--- config.mk ---
export PLATFORM = sky130hd
export DESIGN_NAME = spike_decoder
export DESIGN_NICKNAME = d
export VERILOG_FILES = /design/src/rtl/spike_decoder_pkg.sv /design/src/rtl/spike_edge_detect.sv /design/src/rtl/spike_decoder.sv
export SDC_FILE = /design/constraint.sdc
export NUM_CORES = 1
export LEC_CHECK = 0
export ABC_AREA = 1
export BUFFER_PORTS_ARGS = -buffer_cell sky130_fd_sc_hd__buf_4
export CORE_MARGIN = 1.5
export CORE_UTILIZATION = 45
export CTS_BUF_LIST = sky130_fd_sc_hd__clkbuf_8
export CTS_CLUSTER_DIAMETER = 30
export DETAILED_ROUTE_END_ITERATION = 10
export MAX_ROUTING_LAYER = met4
export PLACE_DENSITY_LB_ADDON = 0.05
export SLEW_MARGIN = 20
export SYNTH_ARGS = -nofsm -noshare
export SYNTH_HDL_FRONTEND = slang
export SYNTH_HIERARCHICAL = 1
export SYNTH_SLANG_ARGS = --single-unit
--- constraint.sdc ---
create_clock -name clk -period 1.3 [get_ports clk]
set_input_delay 0.195 -clock clk [delete_from_list [all_inputs] [get_ports clk]]
set_output_delay 0.195 -clock clk [all_outputs]
set_load 0.02 [all_outputs]
--- src/rtl/spike_decoder_pkg.sv ---
// spike_decoder_pkg
// Shared definitions for the spike decoder:
//   ISI_W / ISI_MAX         - width and saturation ceiling of the inter-spike interval
//   DEFAULT_WINDOW_CYCLES   - default rate-measurement window length
//   isi_state_e             - ISI tracker states (IDLE: no prior event, ARMED: prior event seen)
//   isi_inc()               - 17-bit increment; bit 16 flags that the result passed ISI_MAX
package spike_decoder_pkg;

    localparam int ISI_W = 16;
    localparam logic [ISI_W-1:0] ISI_MAX = 16'hFFFF;
    localparam int DEFAULT_WINDOW_CYCLES = 1000;

    typedef enum logic [0:0] {
        IDLE  = 1'b0,
        ARMED = 1'b1
    } isi_state_e;

    // The carry bit of the widened sum is the saturation indicator.
    function automatic logic [ISI_W:0] isi_inc(input logic [ISI_W-1:0] value);
        return {1'b0, value} + 17'd1;
    endfunction

endpackage

--- src/rtl/spike_edge_detect.sv ---
// spike_edge_detect
// Registers the spike level every cycle (independent of ena) and produces a
// single-cycle event pulse on each enabled 0->1 transition. Because the
// history register keeps tracking while disabled, a level held high across a
// re-enable is never reported as an event.
// Ports:
//   clk, rst_n   - clock, asynchronous active-low reset
//   ena          - qualifies the event pulse
//   spike_in     - spike level from the neuron
//   event_pulse  - high for the cycle in which a qualified rising edge is seen
module spike_edge_detect (
    input  logic clk,
    input  logic rst_n,
    input  logic ena,
    input  logic spike_in,
    output logic event_pulse
);

    logic prev_r;

    // Level history register, deliberately not gated by ena.
    always_ff @(posedge clk or negedge rst_n) begin
        if (!rst_n) begin
            prev_r <= 1'b0;
        end else begin
            prev_r <= spike_in;
        end
    end

    assign event_pulse = spike_in & ~prev_r & ena;

endmodule

--- src/rtl/spike_decoder.sv ---
// spike_decoder
// Measures neuron firing: the number of spike events per fixed window of
// WINDOW_CYCLES enabled clocks (rate) and, optionally, the interval between
// the last two events (isi).
// Optional feature macro: SPIKE_DECODER_ISI_EN enables the ISI tracker; when
// undefined, isi and isi_valid are tied to zero and sat reflects rate only.
// Parameters:
//   WINDOW_CYCLES - window length in enabled cycles (2..65535)
//   RATE_W        - width of the saturating spike count
// Ports:
//   clk, rst_n  - clock, asynchronous active-low reset
//   ena         - low freezes all counters and the ISI tracker
//   spike_in    - spike level; each 0->1 transition is one event
//   rate        - count of the last completed window (held between updates)
//   rate_valid  - one-cycle pulse when rate updates
//   isi         - interval in enabled cycles between the last two events
//   isi_valid   - one-cycle pulse when isi updates
//   sat         - sticky: a rate or isi saturation has occurred since reset
module spike_decoder
    import spike_decoder_pkg::*;
#(
    parameter int WINDOW_CYCLES = DEFAULT_WINDOW_CYCLES,
    parameter int RATE_W        = 8
) (
    input  logic              clk,
    input  logic              rst_n,
    input  logic              ena,
    input  logic              spike_in,
    output logic [RATE_W-1:0] rate,
    output logic              rate_valid,
    output logic [15:0]       isi,
    output logic              isi_valid,
    output logic              sat
);

    localparam logic [15:0]       WIN_LAST = 16'(WINDOW_CYCLES - 1);
    localparam logic [RATE_W-1:0] RATE_MAX = {RATE_W{1'b1}};
    localparam logic [RATE_W-1:0] RATE_ONE = RATE_W'(1'b1);

    logic              event_s;
    logic [15:0]       win_cnt_r;
    logic              win_last_s;
    logic [RATE_W-1:0] cnt_r;
    logic [RATE_W-1:0] cnt_inc_s;
    logic              rate_ovf_s;
    logic [RATE_W-1:0] rate_r;
    logic              rate_valid_r;
    logic              isi_ovf_s;
    logic              sat_r;

    spike_edge_detect u_edge (
        .clk         (clk),
        .rst_n       (rst_n),
        .ena         (ena),
        .spike_in    (spike_in),
        .event_pulse (event_s)
    );

    assign win_last_s = (win_cnt_r == WIN_LAST);

    // Window position counter: 0..WINDOW_CYCLES-1 over enabled cycles.
    always_ff @(posedge clk or negedge rst_n) begin
        if (!rst_n) begin
            win_cnt_r <= 16'd0;
        end else if (ena) begin
            if (win_last_s) begin
                win_cnt_r <= 16'd0;
            end else begin
                win_cnt_r <= win_cnt_r + 16'd1;
            end
        end
    end

    // Saturating spike-count increment; an event arriving at the ceiling is an overflow.
    always_comb begin
        cnt_inc_s  = cnt_r;
        rate_ovf_s = 1'b0;
        if (event_s) begin
            if (cnt_r == RATE_MAX) begin
                rate_ovf_s = 1'b1;
            end else begin
                cnt_inc_s = cnt_r + RATE_ONE;
            end
        end else begin
            cnt_inc_s = cnt_r;
        end
    end

    // Spike counter and rate output; an event on the terminal cycle lands in the closing window.
    always_ff @(posedge clk or negedge rst_n) begin
        if (!rst_n) begin
            cnt_r        <= {RATE_W{1'b0}};
            rate_r       <= {RATE_W{1'b0}};
            rate_valid_r <= 1'b0;
        end else begin
            rate_valid_r <= 1'b0;
            if (ena) begin
                if (win_last_s) begin
                    rate_r       <= cnt_inc_s;
                    rate_valid_r <= 1'b1;
                    cnt_r        <= {RATE_W{1'b0}};
                end else begin
                    cnt_r <= cnt_inc_s;
                end
            end
        end
    end

    assign rate       = rate_r;
    assign rate_valid = rate_valid_r;

`ifdef SPIKE_DECODER_ISI_EN
    isi_state_e       state_r;
    isi_state_e       state_nxt_s;
    logic [ISI_W-1:0] ivl_r;
    logic [ISI_W-1:0] ivl_nxt_s;
    logic [ISI_W:0]   ivl_inc_s;
    logic             isi_load_s;
    logic [ISI_W-1:0] isi_val_s;
    logic [ISI_W-1:0] isi_r;
    logic             isi_valid_r;

    // ISI tracker state and interval counter registers.
    always_ff @(posedge clk or negedge rst_n) begin
        if (!rst_n) begin
            state_r <= IDLE;
            ivl_r   <= {ISI_W{1'b0}};
        end else begin
            state_r <= state_nxt_s;
            ivl_r   <= ivl_nxt_s;
        end
    end

    // ISI next state: the interval reported is counter+1 because the event cycle itself counts.
    always_comb begin
        state_nxt_s = state_r;
        ivl_nxt_s   = ivl_r;
        ivl_inc_s   = isi_inc(ivl_r);
        isi_load_s  = 1'b0;
        isi_val_s   = ivl_r;
        isi_ovf_s   = 1'b0;
        if (ena) begin
            case (state_r)
                IDLE: begin
                    if (event_s) begin
                        state_nxt_s = ARMED;
                        ivl_nxt_s   = {ISI_W{1'b0}};
                    end else begin
                        state_nxt_s = IDLE;
                    end
                end
                ARMED: begin
                    if (event_s) begin
                        isi_load_s = 1'b1;
                        ivl_nxt_s  = {ISI_W{1'b0}};
                        if (ivl_inc_s[ISI_W]) begin
                            isi_val_s = ISI_MAX;
                            isi_ovf_s = 1'b1;
                        end else begin
                            isi_val_s = ivl_inc_s[ISI_W-1:0];
                        end
                    end else if (ivl_inc_s[ISI_W]) begin
                        ivl_nxt_s = ISI_MAX;
                    end else begin
                        ivl_nxt_s = ivl_inc_s[ISI_W-1:0];
                    end
                end
                default: begin
                    state_nxt_s = IDLE;
                    ivl_nxt_s   = {ISI_W{1'b0}};
                end
            endcase
        end else begin
            state_nxt_s = state_r;
        end
    end

    // Registered isi result and its update strobe.
    always_ff @(posedge clk or negedge rst_n) begin
        if (!rst_n) begin
            isi_r       <= {ISI_W{1'b0}};
            isi_valid_r <= 1'b0;
        end else begin
            isi_valid_r <= isi_load_s;
            if (isi_load_s) begin
                isi_r <= isi_val_s;
            end
        end
    end

    assign isi       = isi_r;
    assign isi_valid = isi_valid_r;
`else
    assign isi       = 16'h0000;
    assign isi_valid = 1'b0;
    assign isi_ovf_s = 1'b0;
`endif

    // Sticky saturation flag covering rate and isi overflow.
    always_ff @(posedge clk or negedge rst_n) begin
        if (!rst_n) begin
            sat_r <= 1'b0;
        end else begin
            sat_r <= sat_r | rate_ovf_s | isi_ovf_s;
        end
    end

    assign sat = sat_r;

endmodule

==> run summary <==
Insertion delay to the later sink of the worst-skew pair: 300 ps. The endpoint type of the worst setup path was a register. Mean routed wirelength per cell: 13.10 µm. The number of instances in the synthesized netlist was 307; the effective utilization at floorplan was 47.85%. The internal portion of the total power is 2.588 mW. The final layout contains 380 nets.

Share of synthesized area occupied by flip-flops and latches: 40.91%. The aggregate routed wire length is 5.581 mm. The largest area contributor in the netlist was dfrtp_1. At the end of routability-driven placement, the weighted congestion stood at 0.9717. For the number of global-route vias before repair, the log shows 1,962.

Root buffer selected by CTS: clkbuf_8. The clock power share was 23.9%. The layout has 368 filler cells.

The path class of the tightest hold or removal check is in -> reg. The cell row count came out at 24. The kind of start point of the critical path was a register. On the final layout, the worst clock skew is 11.40 ps.

The count of buffer and inverter cells on the critical path works out to 2. The post-synthesis async set-or-reset flop share came out at 100.0%. Multi-input logic area: 1314 µm². The checks that failed: negative setup slack.

The logic gate share of total power came out at 40.7%. The run gives 0.7288 GHz as the maximum clock rate. At the worst endpoint, the arrival time is 1560 ps.

Detailed routing inserted a total of 2,066 vias. The chip width is 71.98 µm, and the via count normalized by instance count is 4.850. The count of inserted antenna diode cells is 0, and the total track usage is 23.84%.

In this run the number of H-tree levels came out at 2. The worst setup slack after layout is -72.05 ps, and the final sum of negative setup slack is -765.3 ps. At the end of the flow the core is filled with cells to 67.06%. The shortest period the worst path allows was 1372 ps. The count of nets left with antenna violations once routing finished came out at 0. In this run the cell area of the synthesized design comes to 2141 µm². Summed over all nets, the switching power comes to 1.540 mW. The most instantiated flip-flop cell in the synthesis netlist is dfrtp_1.

The first global-routing pass estimated 9.252 mm of wire. The core box area came out at 4474 µm². The count of port buffers added during placement was 13; the number of distinct library cells after synthesis was 28. The logs give 0 for the number of design rule violations left after detail routing and 6 for the number of synthesis warnings. The slowest stage of the critical path belongs to the cell dfrtp_1.

The count of state elements after synthesis was 35; the deepest clock path buffer count was 2. Yosys mapped a number of flops with a built-in enable equal to 0. The clock net in this run drives a total of 35 sinks.

The overall die height works out to 71.98 µm. The violation count after the first detailed-routing iteration was 191; the sum of net half-perimeters after detailed placement was 3.761 mm. The run finished, with violations left.

The cell that appears most often on the critical path is nand2_2. In this design, the stage delay of the slowest critical-path cell is 390 ps. The first detailed-routing pass took 4 iterations. The run gives 5180 µm² as the die outline area.

Setup repair after global routing could not meet its margin everywhere. Registers are responsible for 35.4% of the overall power. In the final layout, flip-flops and latches occupy 878.3 µm². TritonCTS built the clock tree. The run gives 1490 ps as the required time reported for the critical path endpoint. In this run the count of I/O pins placed on the die edge is 31.

The power per standard cell area works out to 1376 nW/µm². The run gives -135.7 ps as the pre-CTS worst setup slack. The initial antenna violation count was 0; the max-slew violation count was 0. Walking the worst path, the cells encountered are buf_4 > nand2_2 > nor2_4 > nand2_2 > nor3_4 > nand3_1 > nand2_1 > inv_1. The tools report the remaining global-route overflow as 0. For this design the static power due to leakage is 1.561 nW. Averaged over all synthesized cells, the footprint is 6.973 µm².

The tools report the count of endpoints failing hold in the final timing report as 0. Type of the worst setup path: reg -> reg. Sorting the synthesized cells by area gives the leading types as dfrtp_1 (41%), nand2_1 (18%), nor2_1 (7.0%). The kind of cell with the highest combined delay on the critical path was simple AND/OR/NAND/NOR gates. The largest fanout of any net on the critical path is 3, and the share of layout cells above drive strength 1 is 35.29%. The area growth from synthesis to layout is 40.15%. In this run switching power makes up 37.30% of total power. IR analysis of the VDD net gives a maximum drop of 1056 µV. Entering global routing, the biggest net connects 36 pins.

The max-cap violation count was 0; the final clock period utilization by the worst path was 105.5%. Setup violations remaining at the end of the flow were counted as 22. The synthesized design devotes to its leading area cell type 40.91% of total area. Counting the buffers created by CTS gives 5.

After clock tree synthesis, the clock-pin slew on the worst setup and hold paths is 80 ps.
## cell usage in the layout (no fill, tap or decap), drive strengths merged, types with 4 or more instances in the layout
master / count
buf: 61
clkbuf: 5
conb: 17
dfrtp: 35
inv: 39
nand2: 110
nand3: 20
nand4: 8
nor2: 43
o21ai: 16
xor2: 4
## kinds of logic (layout without fill, tap and decap cells)
| group | count (synthesis) | after routing | share of synthesized area (%) |
|---|---|---|---|
| buf+inv | 61 | 109 | 14.32 |
| other cells | 1 | 17 | 0.1752 |
| compound gates | 21 | 21 | 5.377 |
| flops | 35 | 35 | 40.91 |
| fa+ha+maj | 2 | 2 | 1.169 |
| xor+xnor | 5 | 5 | 2.045 |
| simple gates | 182 | 185 | 36.00 |
## flip-flops by register name, summed over array words and instances, names as in the netlist
signal and flops:
win_cnt_r 16, u_edge/prev_r 1, cnt_r 8, rate 8, rate_valid 1, sat 1
## final timing paths
kind,startpoint,to,slack [ps],cells past startpoint
hold / removal,ena,cnt_r[7],340,3
max in group asynchronous,rst_n,win_cnt_r[11],560,2
setup reg to reg,win_cnt_r[1],win_cnt_r[15],-70,8
setup / recovery,win_cnt_r[1],win_cnt_r[15],-70,8
min in group asynchronous,rst_n,u_edge/prev_r,390,2
hold reg to reg,sat,sat,470,2
## stage by stage
| stage | cells | hold slack (ps) | power [mW] | area, µm² |
|---|---|---|---|---|
| CTS | 424 | 3.726 | 3.905 | 2831 |
| global route | 426 | 349.8 | 4.391 | 3000 |
| floorplan | 323 | -100.6 | 2.196 | 2206 |
| finish | 426 | 337.6 | 4.128 | 3000 |
| global placement | 410 | 182.0 | 2.798 | 2539 |
| detailed placement | 410 | 180.3 | 2.799 | 2539 |
## synthesized netlist by cell type (4+ instances only)
cell / number
xor2_1: 4
nand3_1: 20
nand4_1: 8
o21ai_0: 14
buf_4: 18
nor2_1: 40
nand2_1: 104
dfrtp_1: 35
inv_1: 39
## final cells by class
| class | instances | share of cell area [%] |
|---|---|---|
| clock buffers | 5 | 2.294 |
| clock inverters | 2 | 1.251 |
| inverters | 39 | 4.879 |
| multi-input cells | 230 | 43.79 |
| flip-flops and latches | 35 | 29.27 |
| well taps | 52 | 2.168 |
| repair buffers | 63 | 16.35 |
## per-layer routing
layer / up-vias / share of wire [%] / routed length [µm] / GRT usage (%)
met4: 0 / 0.97 / 54 / 4.403
met1: 958 / 50 / 2802 / 34.59
li1: 1051 / - / - / -
met3: 7 / 4.4 / 243 / 5.417
met2: 50 / 44 / 2480 / 34.67
met5: - / 0 / 0 / -
## worst min-delay path, delay by kind of cell
| family | cells | cell delay (ps) |
|---|---|---|
| AOI/OAI and AO/OA | 1 | 80 |
| buffers and inverters | 2 | 320 |
## power by group through the flow
stage	Combinational, mW	Sequential (mW)	Clock (mW)
after floorplan	0.752	1.44	0
after global placement	1.36	1.44	0
after detailed placement	1.35	1.44	0
after CTS	1.46	1.43	1.01
after global routing	1.85	1.49	1.04
final	1.68	1.46	0.987
## repair_timing
| action | CTS | global route |
|---|---|---|
| cloned | 3 | 0 |
| hold buffers | 1 | 1 |
| pin swaps | 9 | 18 |
| gates resized for setup | 31 | 55 |
| hold endpoints to repair | 35 | 1 |
| endpoints found under the setup margin | 27 | 32 |
| buffers inserted | 3 | 1 |
Note: power is estimated with default switching activity, not from simulation.
